## src/rtl/rps_match_scorer_if.sv

```systemverilog
// rtl/rps_match_scorer_if.sv - round input and score output bundle for rps_match_scorer
//
// Purpose: groups the round/match-control inputs and the registered score
// outputs of rps_match_scorer so they travel as one port.
// Optional: RPS_STREAK_EN adds streak_player, streak_len and best_streak.
//
// Signals:
//   new_match      master->slave  start/restart a match (one-cycle pulse)
//   round_valid    master->slave  winner is valid this cycle (one-cycle pulse)
//   winner[1:0]    master->slave  00 tie, 01 P1, 10 P2, 11 invalid
//   p1_score, p2_score, tie_count, invalid_count   slave->master  counts
//   score_upd      slave->master  an accepted round was applied
//   match_active   slave->master  match in progress
//   match_done     slave->master  match decided
//   match_winner   slave->master  00 none, 01 P1, 10 P2

interface rps_match_scorer_if #(
    parameter int SCORE_W = 4
);
    logic               new_match;
    logic               round_valid;
    logic [1:0]         winner;
    logic [SCORE_W-1:0] p1_score;
    logic [SCORE_W-1:0] p2_score;
    logic [SCORE_W-1:0] tie_count;
    logic [SCORE_W-1:0] invalid_count;
    logic               score_upd;
    logic               match_active;
    logic               match_done;
    logic [1:0]         match_winner;
`ifdef RPS_STREAK_EN
    logic [1:0]         streak_player;
    logic [SCORE_W-1:0] streak_len;
    logic [SCORE_W-1:0] best_streak;
`endif

    modport master (
`ifdef RPS_STREAK_EN
        input  streak_player, streak_len, best_streak,
`endif
        output new_match, round_valid, winner,
        input  p1_score, p2_score, tie_count, invalid_count,
        input  score_upd, match_active, match_done, match_winner
    );

    modport slave (
`ifdef RPS_STREAK_EN
        output streak_player, streak_len, best_streak,
`endif
        input  new_match, round_valid, winner,
        output p1_score, p2_score, tie_count, invalid_count,
        output score_upd, match_active, match_done, match_winner
    );
endinterface

```

## src/rtl/rps_match_scorer.sv

```systemverilog
// rtl/rps_match_scorer.sv - first-to-N match scorer for the stone-paper-scissors judge
//
// Purpose: consumes one winner code per round, keeps P1/P2 scores plus
// saturating tie/invalid counts, and declares the match winner when a player
// reaches WINS_TO_MATCH. All outputs are registered (latency 1).
// Optional: define RPS_STREAK_EN for streak_player/streak_len/best_streak.
//
// Ports:
//   clk   rising-edge clock
//   rst   synchronous active-high reset
//   bus   rps_match_scorer_if.slave (round inputs, score outputs)

module rps_match_scorer #(
    parameter int WINS_TO_MATCH = 3,
    parameter int SCORE_W       = 4
) (
    input  logic                 clk,
    input  logic                 rst,
    rps_match_scorer_if.slave    bus
);
    typedef enum logic [1:0] {
        IDLE = 2'd0,
        PLAY = 2'd1,
        OVER = 2'd2
    } state_t;

    localparam logic [SCORE_W-1:0] WIN_SCORE = SCORE_W'(WINS_TO_MATCH);
    localparam logic [SCORE_W-1:0] SAT_MAX   = '1;
    localparam logic [SCORE_W-1:0] ONE       = SCORE_W'(1);

    state_t             state, state_n;
    logic [SCORE_W-1:0] p1_q, p1_n, p2_q, p2_n;
    logic [SCORE_W-1:0] tie_q, tie_n, inv_q, inv_n;
    logic               upd_q, upd_n;
    logic [1:0]         mw_q, mw_n;
    logic               active_q, done_q;
    logic               clear;
`ifdef RPS_STREAK_EN
    logic [1:0]         sp_q, sp_n;
    logic [SCORE_W-1:0] sl_q, sl_n, best_q, best_n;
`endif

    always_comb begin
        state_n = state;
        p1_n    = p1_q;
        p2_n    = p2_q;
        tie_n   = tie_q;
        inv_n   = inv_q;
        mw_n    = mw_q;
        upd_n   = 1'b0;
        clear   = 1'b0;
`ifdef RPS_STREAK_EN
        sp_n    = sp_q;
        sl_n    = sl_q;
        best_n  = best_q;
`endif
        case (state)
            IDLE: begin
                if (bus.new_match) begin
                    state_n = PLAY;
                    clear   = 1'b1;
                end
            end
            PLAY: begin
                // new_match outranks a coincident round: the round is dropped
                if (bus.new_match) begin
                    clear = 1'b1;
                end else if (bus.round_valid) begin
                    upd_n = 1'b1;
                    case (bus.winner)
                        2'b01: begin
                            p1_n = p1_q + ONE;
                            if (p1_n == WIN_SCORE) begin
                                state_n = OVER;
                                mw_n    = 2'b01;
                            end
                        end
                        2'b10: begin
                            p2_n = p2_q + ONE;
                            if (p2_n == WIN_SCORE) begin
                                state_n = OVER;
                                mw_n    = 2'b10;
                            end
                        end
                        2'b00: if (tie_q != SAT_MAX) tie_n = tie_q + ONE;
                        default: if (inv_q != SAT_MAX) inv_n = inv_q + ONE;
                    endcase
                end
            end
            OVER: begin
                if (bus.new_match) begin
                    state_n = PLAY;
                    clear   = 1'b1;
                end
            end
            default: state_n = IDLE;
        endcase

`ifdef RPS_STREAK_EN
        // Invalid rounds are transparent to the streak; ties break it.
        if (upd_n) begin
            case (bus.winner)
                2'b00: begin
                    sp_n = 2'b00;
                    sl_n = '0;
                end
                2'b01, 2'b10: begin
                    if (sp_q == bus.winner) begin
                        if (sl_q != SAT_MAX) sl_n = sl_q + ONE;
                    end else begin
                        sp_n = bus.winner;
                        sl_n = ONE;
                    end
                end
                default: ;
            endcase
            if (sl_n > best_q) best_n = sl_n;
        end
`endif

        if (clear) begin
            p1_n  = '0;
            p2_n  = '0;
            tie_n = '0;
            inv_n = '0;
            mw_n  = 2'b00;
`ifdef RPS_STREAK_EN
            sp_n   = 2'b00;
            sl_n   = '0;
            best_n = '0;
`endif
        end
    end

    always_ff @(posedge clk) begin
        if (rst) begin
            state    <= IDLE;
            p1_q     <= '0;
            p2_q     <= '0;
            tie_q    <= '0;
            inv_q    <= '0;
            upd_q    <= 1'b0;
            mw_q     <= 2'b00;
            active_q <= 1'b0;
            done_q   <= 1'b0;
`ifdef RPS_STREAK_EN
            sp_q     <= 2'b00;
            sl_q     <= '0;
            best_q   <= '0;
`endif
        end else begin
            state    <= state_n;
            p1_q     <= p1_n;
            p2_q     <= p2_n;
            tie_q    <= tie_n;
            inv_q    <= inv_n;
            upd_q    <= upd_n;
            mw_q     <= mw_n;
            active_q <= (state_n == PLAY);
            done_q   <= (state_n == OVER);
`ifdef RPS_STREAK_EN
            sp_q     <= sp_n;
            sl_q     <= sl_n;
            best_q   <= best_n;
`endif
        end
    end

    assign bus.p1_score      = p1_q;
    assign bus.p2_score      = p2_q;
    assign bus.tie_count     = tie_q;
    assign bus.invalid_count = inv_q;
    assign bus.score_upd     = upd_q;
    assign bus.match_active  = active_q;
    assign bus.match_done    = done_q;
    assign bus.match_winner  = mw_q;
`ifdef RPS_STREAK_EN
    assign bus.streak_player = sp_q;
    assign bus.streak_len    = sl_q;
    assign bus.best_streak   = best_q;
`endif
endmodule

```

## src/flat_wrapper.sv

```systemverilog
// flat-port wrapper written by rule: the top's interface ports become plain ports
module rps_match_scorer_flat 
#(
    parameter int WINS_TO_MATCH = 3,
    parameter int SCORE_W       = 4
)
  (clk, rst, bus_new_match, bus_round_valid, bus_winner, bus_p1_score, bus_p2_score, bus_tie_count, bus_invalid_count, bus_score_upd, bus_match_active, bus_match_done, bus_match_winner);
  rps_match_scorer_if #(.SCORE_W(SCORE_W)) bus_i ();
  input  logic clk;
  input  logic rst;
  input wire logic [$bits(bus_i.new_match)-1:0] bus_new_match;
  input wire logic [$bits(bus_i.round_valid)-1:0] bus_round_valid;
  input wire logic [$bits(bus_i.winner)-1:0] bus_winner;
  output wire logic [$bits(bus_i.p1_score)-1:0] bus_p1_score;
  output wire logic [$bits(bus_i.p2_score)-1:0] bus_p2_score;
  output wire logic [$bits(bus_i.tie_count)-1:0] bus_tie_count;
  output wire logic [$bits(bus_i.invalid_count)-1:0] bus_invalid_count;
  output wire logic [$bits(bus_i.score_upd)-1:0] bus_score_upd;
  output wire logic [$bits(bus_i.match_active)-1:0] bus_match_active;
  output wire logic [$bits(bus_i.match_done)-1:0] bus_match_done;
  output wire logic [$bits(bus_i.match_winner)-1:0] bus_match_winner;
  assign bus_i.new_match = bus_new_match;
  assign bus_i.round_valid = bus_round_valid;
  assign bus_i.winner = bus_winner;
  assign bus_p1_score = bus_i.p1_score;
  assign bus_p2_score = bus_i.p2_score;
  assign bus_tie_count = bus_i.tie_count;
  assign bus_invalid_count = bus_i.invalid_count;
  assign bus_score_upd = bus_i.score_upd;
  assign bus_match_active = bus_i.match_active;
  assign bus_match_done = bus_i.match_done;
  assign bus_match_winner = bus_i.match_winner;
  rps_match_scorer #(.WINS_TO_MATCH(WINS_TO_MATCH), .SCORE_W(SCORE_W)) u_core (.clk(clk), .rst(rst), .bus(bus_i));
endmodule
```

## config.mk

```make
export PLATFORM = sky130hd
export DESIGN_NAME = rps_match_scorer_flat
export DESIGN_NICKNAME = d
export VERILOG_FILES = /design/src/rtl/rps_match_scorer_if.sv /design/src/rtl/rps_match_scorer.sv /design/src/flat_wrapper.sv
export SDC_FILE = /design/constraint.sdc
export NUM_CORES = 1
export LEC_CHECK = 0
export CAP_MARGIN = 5
export CORE_MARGIN = 2
export CORE_UTILIZATION = 53
export CTS_CLUSTER_DIAMETER = 60
export CTS_CLUSTER_SIZE = 16
export DETAILED_ROUTE_END_ITERATION = 6
export PLACE_DENSITY = 0.94
export SYNTH_ARGS = -nofsm -noshare
export SYNTH_HDL_FRONTEND = slang
export SYNTH_SLANG_ARGS = --single-unit
```

## constraint.sdc

```tcl
create_clock -name clk -period 4.8 [get_ports clk]
set_input_delay 0.96 -clock clk [delete_from_list [all_inputs] [get_ports clk]]
set_output_delay 0.96 -clock clk [all_outputs]
set_load 0.05 [all_outputs]
```

### Word-level counts from Yosys, hierarchy flattened

Cells that the tools add are included.

| word-level totals | value |
|---|---|
| register bits | 23 |
| input bits | 6 |
| output and inout bits | 21 |
| word-level logic and storage cells | 54 |

| cells by class | value |
|---|---|
| $add $sub $neg | 4 |
| equality and inequality tests | 12 |
| mux-type cells | 13 |
| bitwise operators | 3 |
| reductions and logical operators | 13 |

Operators by type and width:

| operator | count |
|---|---|
| adder 4 x 1 -> 4 bit, second input constant | 4 |
| two-way mux 2 bit | 7 |
| case mux 2 bit (2 select lines) | 3 |
| AND reduction 5 bit | 2 |
| OR reduction 3 bit | 3 |
| == test 4 x 2 -> 1 bit, second input constant | 2 |
| inequality test 4 bit, second input constant | 2 |
| AND reduction 4 bit | 2 |
| == test 2 x 1 -> 1 bit, second input constant | 3 |
| == test 2 bit, second input constant | 3 |
| AND reduction 6 bit | 1 |
| logical NOT 2 bit | 2 |
| inequality test 2 x 1 -> 1 bit, second input constant | 2 |
| OR reduction 2 bit | 2 |
| two-way mux 1 bit | 3 |
| inverter 1 bit | 3 |
| nonzero test 2 bit | 1 |

### Longest topological paths before layout

Gate-level depths: netlist of run 1.

| depth | value |
|---|---|
| word-level depth | 8 |
| mapped depth | 7 |
| depth with buffers taken out | 7 |

### Worst setup path before layout of run 1

No wires, ideal clock.

| timing path | value |
|---|---|
| path kind | in2reg |
| from | input port bus_winner[0] |
| to | register u_core.state[1] |
| setup time | 0.095 ns |
| arrival time | 2.008 ns |
| required time | 4.705 ns |
| slack | 2.697 ns |
| cell stages on the path | 7 |
| buffers on the path | 0 |
| cell sequence | inv_1 -> ha_1 -> nand3b_1 -> nor2_2 -> and2_1 -> a32oi_1 -> a221oi_1 |

| on the way | value |
|---|---|
| word-level cells in the longest chain between the ends | 5 |
| elaborated cells on any way between the ends | 6 |
| classes of those cells | 2 x eq/ne; 4 x mux |

Ends and longest elaborated chain:

| what | line | source |
|---|---|---|
| start: declaration | flat_wrapper.sv:13 | `input wire logic [$bits(bus_i.winner)-1:0] bus_winner;` |
| == test 2 bit / == test 2 x 1 -> 1 bit (equally long branches) | rps_match_scorer.sv:70 | `case (bus.winner)` |
| case mux 2 bit (2 select lines) * | rps_match_scorer.sv:70 |  |
| two-way mux 2 bit * | rps_match_scorer.sv:68 | `end else if (bus.round_valid) begin` |
| two-way mux 2 bit * | rps_match_scorer.sv:66 | `if (bus.new_match) begin` |
| case mux 2 bit (2 select lines) * | rps_match_scorer.sv:57 | `case (state)` |
| end signal: assignment | rps_match_scorer.sv:152 | `state <= state_n;` |
| end: declaration | rps_match_scorer.sv:31 | `state_t state, state_n;` |

Mark *: on every way between the ends. The rest lies on a longest branch, timed or not.
A chain may end at the register's enable or synchronous reset.

### Worst setup path after layout of run 1

| timing path | value |
|---|---|
| from | register u_core.p2_q[0], in the netlist u_core.bus.p2_score[0] |
| to | output port bus_p2_score[0] |

RTL lines:

| what | line | source |
|---|---|---|
| start: declaration | rps_match_scorer.sv:32 | `logic [SCORE_W-1:0] p1_q, p1_n, p2_q, p2_n;` |
| start signal: assignment | rps_match_scorer.sv:154 | `p2_q <= p2_n;` |
| end: declaration | flat_wrapper.sv:15 | `output wire logic [$bits(bus_i.p2_score)-1:0] bus_p2_score;` |

No word-level cell between the ends.

==> results of run 1 <==
-- per-layer routing --
metal | track usage (%) | share of wire [%] | wire (um)
met3 | 3.71 | 4.1 | 106
met1 | 23.3 | 43 | 1120
met4 | 6.84 | 0.85 | 22
met5 | 0 | 0 | 0
met2 | 39.5 | 52 | 1350
-- power breakdown --
part | switching (mW) | leakage [nW] | internal (mW)
logic | 0.0183 | 0.369 | 0.0127
clock network | 0.0592 | 0.0177 | 0.0312
registers | 0.00207 | 0.186 | 0.193
-- cell type report --
cell class                      count  area share, %
Multi-Input combinational cell     98           47.1
Sequential cell                    23           30.1
Timing Repair Buffer               26           17.0
Tap cell                           28           2.29
Inverter                            7           1.72
Clock buffer                        3           1.47
Clock inverter                      1          0.327
-- sequential cells by signal (all words and copies together), names as in the netlist --
name / cells
u_core.state: 2
u_core.bus.match_done: 1
u_core.bus.score_upd: 1
u_core.bus.p1_score: 4
u_core.bus.match_winner: 2
u_core.bus.match_active: 1
u_core.bus.tie_count: 4
u_core.bus.p2_score: 4
u_core.bus.invalid_count: 4
-- cell families (layout without fill, tap and decap cells) --
| family | Yosys count | after routing |
|---|---|---|
| flops | 23 | 23 |
| compound gates | 18 | 18 |
| mux | 3 | 3 |
| xor+xnor | 12 | 12 |
| buf+inv | 11 | 37 |
| simple gates | 55 | 55 |
| fa+ha+maj | 10 | 10 |
-- cells in the mapped netlist (2+ instances only) --
| cell type | n | area (um^2) |
|---|---|---|
| dfxtp_1 | 23 | 460 |
| nor2_1 | 20 | 75.1 |
| ha_1 | 10 | 125 |
| xor2_1 | 8 | 70.1 |
| inv_1 | 7 | 26.3 |
| nand2_1 | 7 | 26.3 |
| nand2b_1 | 6 | 37.5 |
| nand3_1 | 6 | 30.0 |
| xnor2_1 | 4 | 35.0 |
| and2_0 | 3 | 18.8 |
| a211oi_1 | 2 | 15.0 |
| a21oi_1 | 2 | 10.0 |
| and3_1 | 2 | 12.5 |
| buf_4 | 2 | 15.0 |
| mux2i_1 | 2 | 20.0 |
| nand4_2 | 2 | 25.0 |
| o221ai_1 | 2 | 17.5 |
| o221ai_2 | 2 | 30.0 |
-- per-stage QoR --
step	std cells	setup slack (ns)	power, mW
final	186	2.21	0.316
after global routing	186	2.15	0.329
after floorplan	132	2.70	0.218
after detailed placement	182	1.98	0.230
after global placement	182	2.10	0.229
after CTS	186	2.20	0.316
-- path summary, 6_finish.rpt --
kind              cells after the start  slack (ns)                    endpoint
setup / recovery                      1        2.21             bus_p2_score[0]
hold / removal                        2        0.56  u_core.bus.match_winner[0]
setup reg to reg                      6        2.97  u_core.bus.match_winner[1]
hold reg to reg                       2        0.56  u_core.bus.match_winner[0]
==> impl_metrics.ini, run 1 <==
[sta]
fin_crit_ns = 2.59
report.final.slew_viol_count = 0
relSlewSlack_pct = 60.0
holdWs_ns = 0.563
fmax_ghz = 0.386
layout_worst_path_cycle_share_pct = 53.9
setup_tns_ns = 0
skew_ns = 0.00228
rsz0062_at_grt = no
tightestPinTransition_ns = 0.599
hold_viol_final = 0
setup_violations = 0

[setup_path]
critPathKind = register to output port
r2r_start = u_core.bus.p2_score[0]
end_kind = output port
slowest_stage = clkdlybuf4s50_1
arrival_ns = 1.63
worstPathCellList = clkdlybuf4s50_1
critPathMaxFanout = 6
cp.required_ns = 3.84
cp-startpoint = u_core.bus.p2_score[0]
setup.worst_path.start_class = register
crit_path_max_incr_delay_ns = 0.85
cp_top_family = buffers and inverters
crit_buf_inv = 1

[routing]
ant_nets = 0
drt_wl_total_mm = 2.59
viasPerCell = 5.63
drtPass1Iterations = 4
drc = 0
vias = 1047
dr.first_iter.drc_count = 34
routedWlPerCell_um = 13.9

[synth]
synth_cell_types = 40
syn_avg_cell_area_um2 = 9.34
netlist_area_mm2 = 0.00123
ys.flop_type = dfxtp_1
ys_async_sr_fraction_pct = 0
synth_compound_area_share_pct = 12.8
synth-seq-cells = 23
muxShareOfSynthArea_pct = 2.84
synth_simple_gate_area_share_pct = 24.3
ys_seq_area_share_pct = 37.4
yosys_warnings = 0
synth-edff-count = 0
synth_top_family_by_area = simple AND/OR/NAND/NOR gates
synthCells = 132
synthAdderAreaFrac_pct = 10.2
synth_xor_area_share_pct = 8.53
synth_nets = 148

[clock_network]
htreeDepth = 1
cts_root_buffer = clkbuf_4
clk_pin_slew_ns = 0.12
insertion_delay_ns = 0.31
cts_resized = 0
cts_buffers = 3
cts_buffer_depth = 2
clock_sinks = 23
cts_tree = built
post_cts_buffers = 0
hold_buffers = 0

[global_route]
grt_pass1_wl_mm = 4.30
grt_pass1_vias = 1031
gr-total-overflow = 0
grtUsageTotal_pct = 20.9
antenna_found_initial = 0
grt_max_degree = 20

[cells_and_area]
multi_input_area_um2 = 722
nFillCells = 170
seq_area_um2 = 460
nNetsFinal = 175
utilization_pct = 69.2
drive_gt1_share_pct = 8.86
antenna_cells = 0
stdcell_area_mm2 = 0.00153
final_common_cell = clkdlybuf4s50_1
area_growth_pct = 24.3
final_cell_mix = 26 x clkdlybuf4s50_1, 23 x dfxtp_1, 20 x nor2_1

[place]
routabilityCongestion = 0.797
dpl.hpwl_mm = 1.95
place_area_mm2 = 0.00150
portBuffers = 26

[outcome]
status = completed

[worst_hold_path]
hold_class = register to register
min-delay-start = u_core.bus.match_winner[0]

[floorplanning]
core_mm2 = 0.00221
die_w_um = 52.2
rows = 17
io_pins = 27
die-area_mm2 = 0.00273
die_h_um = 52.2
start_util_pct = 55.7

[run]
maxCapViolCount = 0

[power]
pwr_density_cell_mw_per_mm2 = 207
cellLeakagePower_nw = 0.572
vdd_drop_max_uv = 202
No activity file was read; power rests on OpenSTA's default activity.
==> inputs of run 2 (changes only) <==
Settings changed: CORE_UTILIZATION 53 to 44, PLACE_DENSITY 0.94 to 0.85.
Clock period 4.8 ns to 2.3 ns, I/O delays scaled along.
==> impl_metrics.ini, run 2 (same netlist as run 1, synthesis figures left out) <==
[run]
maxCapViolCount = 0

[setup_path]
cp_top_family = buffers and inverters
r2r_start = u_core.bus.p2_score[0]
cp.required_ns = 1.84
rrSetupSlack_ns = 0.48
worstPathCellList = clkdlybuf4s50_1
critPathMaxFanout = 6
arrival_ns = 1.62
setup.worst_path.start_class = register
cp-startpoint = u_core.bus.p2_score[0]
crit_path_max_incr_delay_ns = 0.85
slowest_stage = clkdlybuf4s50_1
critPathKind = register to output port
end_kind = output port
crit_buf_inv = 1

[global_route]
grt_pass1_wl_mm = 4.00
grtUsageTotal_pct = 15.4
gr-total-overflow = 0
grt_pass1_vias = 980
antenna_found_initial = 0
grt_max_degree = 13

[routing]
drtPass1Iterations = 4
routedWlPerCell_um = 12.1
drc = 0
dr.first_iter.drc_count = 17
vias = 1007
drt_wl_total_mm = 2.30
ant_nets = 0
viasPerCell = 5.30

[sta]
layout_worst_path_cycle_share_pct = 90.4
skew_ns = 0.00313
setup_tns_ns = 0
setup_violations = 0
rsz0062_at_grt = no
hold_viol_final = 0
fin_crit_ns = 2.08
relSlewSlack_pct = 66.3
tightestPinTransition_ns = 0.503
fmax_ghz = 0.481
report.final.slew_viol_count = 0

[cells_and_area]
final_common_cell = clkdlybuf4s50_1
stdcell_area_mm2 = 0.00154
final_cell_mix = 26 x clkdlybuf4s50_1, 23 x dfxtp_1, 20 x nor2_1
nNetsFinal = 176
drive_gt1_share_pct = 8.81
nFillCells = 254
seq_area_um2 = 460
area_growth_pct = 25.1
antenna_cells = 0
multi_input_area_um2 = 722

[clock_network]
cts_buffers = 3
clk_pin_slew_ns = 0.12
cts_buffer_depth = 2
clock_sinks = 23
cts_resized = 0
htreeDepth = 1
hold_buffers = 0
cts_tree = built
post_cts_buffers = 0
insertion_delay_ns = 0.30
cts_root_buffer = clkbuf_4

[floorplanning]
die-area_mm2 = 0.00324
die_h_um = 56.9
core_mm2 = 0.00271
die_w_um = 56.9
start_util_pct = 45.5
io_pins = 27
rows = 19

[power]
vdd_drop_max_uv = 287
intPower_mw = 0.498
p_sw_mw = 0.154
power_frac_comb_pct = 10.0
clockPowerShare_pct = 27.5
netSwitchingFraction_pct = 23.6
p_seq_share_pct = 62.5
pwr_density_cell_mw_per_mm2 = 423
cellLeakagePower_nw = 0.574

[place]
dpl.hpwl_mm = 1.87
place_area_mm2 = 0.00152
portBuffers = 26
routabilityCongestion = 0.853

[worst_hold_path]
hold_class = register to register
min-delay-start = u_core.bus.tie_count[3]

[outcome]
status = completed
-- run 2: cell types whose count changed in the layout (fill, tap and decap cells not counted) --
cell,before,now
clkbuf_1,0,1
clkinv_2,1,0
buf_4,0,1
-- run 2: path summary, 6_finish.rpt --
check / endpoint / cells past startpoint
worst max-delay path: bus_p2_score[0] / 1
worst min-delay path: u_core.bus.tie_count[3] / 2
worst max register to register: u_core.bus.match_winner[1] / 6
worst min register to register: u_core.bus.tie_count[3] / 2
-- run 2: through the flow --
step	worst slack (ns)	power [mW]	util, %	hold WS (ns)	instances
after global routing	0.125	0.682	56.9	0.607	190
after CTS	0.206	0.659	56.9	0.572	190
after global placement	0.0990	0.479	55.9	0.523	186
after detailed placement	-0.0432	0.482	55.9	0.540	186
after floorplan	0.245	0.456	-	0.498	132
final	0.220	0.652	56.9	0.569	190
-- run 2: layout make-up --
cell class	instances	share of cell area [%]
Sequential cell	23	29.9
Inverter	7	1.70
Tap cell	31	2.52
Multi-Input combinational cell	98	46.8
Timing Repair Buffer	27	17.4
Clock buffer	4	1.70
-- run 2: routing by layer --
| metal | part of all wire [%] | vias up | wire length (um) | track usage [%] |
|---|---|---|---|---|
| met5 | 0 | - | 0 | 0 |
| met4 | 1.2 | 0 | 27 | 5.32 |
| met3 | 3.8 | 4 | 87 | 2.30 |
| met2 | 51 | 22 | 1170 | 28.1 |
| met1 | 44 | 477 | 1020 | 18.1 |
| li1 | - | 504 | - | - |
-- run 2: power groups by stage --
stage	logic, mW	registers (mW)	clock network [mW]
2_1_floorplan	0.0308	0.425	0
3_3_place_gp	0.0633	0.416	0
3_5_place_dp	0.0657	0.416	0
4_1_cts	0.0660	0.407	0.186
5_1_grt	0.0712	0.408	0.202
6_report	0.0654	0.407	0.179
==> inputs of run 3 (changes only) <==
Settings changed: PLACE_DENSITY 0.85 to 0.82.
==> impl_metrics.ini, run 3 (same netlist as run 1, synthesis figures left out) <==
[setup_path]
setup.worst_path.start_class = register
rr_endpoint = u_core.bus.match_winner[1]
r2r_start = u_core.bus.p2_score[0]
cp.required_ns = 1.84
crit_path_max_incr_delay_ns = 0.85
slowest_stage = clkdlybuf4s50_1
rrSetupSlack_ns = 0.48
worstPathCellList = clkdlybuf4s50_1
critPathMaxFanout = 6
critical_path_depth = 1
crit_buf_inv = 1
arrival_ns = 1.64
endpoint = bus_p2_score[0]
ff2ff_path_depth = 6
critPathKind = register to output port
cp-startpoint = u_core.bus.p2_score[0]
end_kind = output port
cp_top_family = buffers and inverters

[clock_network]
post_cts_buffers = 0
cts_buffer_depth = 2
clock_sinks = 23
cts_resized = 0
clk_pin_slew_ns = 0.13
cts_root_buffer = clkbuf_4
cts_buffers = 3
hold_buffers = 0
htreeDepth = 1
insertion_delay_ns = 0.32
cts_tree = built

[global_route]
gr-total-overflow = 0
grt_pass1_vias = 1000
grt_max_degree = 14
antenna_found_initial = 0
grt_pass1_wl_mm = 4.17
grtUsageTotal_pct = 16.0

[sta]
setup_violations = 0
hold_viol_final = 0
skew_ns = 0.00176
layout_worst_path_cycle_share_pct = 91.4
fmax_ghz = 0.476
report.final.slew_viol_count = 0
tightestPinTransition_ns = 0.516
setup_tns_ns = 0
holdWs_ns = 0.566
rsz0062_at_grt = no
worst_slack_ns = 0.197
fin_crit_ns = 2.10
relSlewSlack_pct = 65.5

[cells_and_area]
drive_gt1_share_pct = 9.43
stdcell_count = 190
area_growth_pct = 25.2
final_common_cell = clkdlybuf4s50_1
utilization_pct = 56.9
antenna_cells = 0
nFillCells = 270
nNetsFinal = 176
final_cell_mix = 26 x clkdlybuf4s50_1, 23 x dfxtp_1, 20 x nor2_1

[routing]
routedWlPerCell_um = 12.9
ant_nets = 0
drt_wl_total_mm = 2.46
viasPerCell = 5.38
drc = 0
vias = 1022
drtPass1Iterations = 4
dr.first_iter.drc_count = 26

[power]
cellLeakagePower_nw = 0.577
vdd_drop_max_uv = 298
pwr_density_cell_mw_per_mm2 = 431

[floorplanning]
rows = 19
core_mm2 = 0.00271
start_util_pct = 45.5
io_pins = 27
die-area_mm2 = 0.00324
die_h_um = 56.9
die_w_um = 56.9

[place]
portBuffers = 26
routabilityCongestion = 0.831
dp_cells = 186
pre_cts_ws_ns = 0.00102
dpl.hpwl_mm = 1.91

[run]
maxCapViolCount = 0

[worst_hold_path]
hold_class = register to register
whs_path_depth = 2

[outcome]
status = completed
run 3: final cells by class:
cell class                      count  area (um^2)  share of cell area, %
Timing Repair Buffer               27          268                   17.4
Tap cell                           31         38.8                   2.51
Multi-Input combinational cell     98          722                   46.8
Sequential cell                    23          460                   29.8
Clock buffer                        3         22.5                   1.46
Clock inverter                      1         5.00                  0.324
Inverter                            7         26.3                   1.70
run 3: per-layer routing:
layer  vias up  GRT usage [%]  routed length, um
met5         -              0                  0
met4         0           6.64                 42
met3         5           2.53                120
met2        30           30.9               1260
met1       480           16.8               1040
li1        507              -                  -
run 3: worst min path at each step:
| stage | start | to | slack, ns |
|---|---|---|---|
| after global placement | u_core.bus.invalid_count[3] | u_core.bus.invalid_count[3] | 0.53 |
| after floorplan | u_core.state[1] | u_core.state[1] | 0.50 |
| final | u_core.bus.invalid_count[3] | u_core.bus.invalid_count[3] | 0.57 |
| after global routing | u_core.bus.match_winner[0] | u_core.bus.match_winner[0] | 0.58 |
| after detailed placement | u_core.bus.invalid_count[3] | u_core.bus.invalid_count[3] | 0.53 |
| after CTS | u_core.bus.match_winner[0] | u_core.bus.match_winner[0] | 0.57 |
run 3: power by group:
part / internal [mW] / total, mW / switching [mW] / leakage, nW
combinational: 0.0274 / 0.0652 / 0.0377 / 0.373
sequential: 0.403 / 0.407 / 0.00428 / 0.186
clock: 0.0651 / 0.193 / 0.128 / 0.0177
run 3: per-stage QoR:
| stage | total power, mW | instance area [um^2] |
|---|---|---|
| 6_report | 0.665 | 1540 |
| 5_1_grt | 0.693 | 1540 |
| 4_1_cts | 0.671 | 1540 |
| 3_5_place_dp | 0.481 | 1520 |
| 3_3_place_gp | 0.479 | 1520 |
| 2_1_floorplan | 0.456 | 1230 |
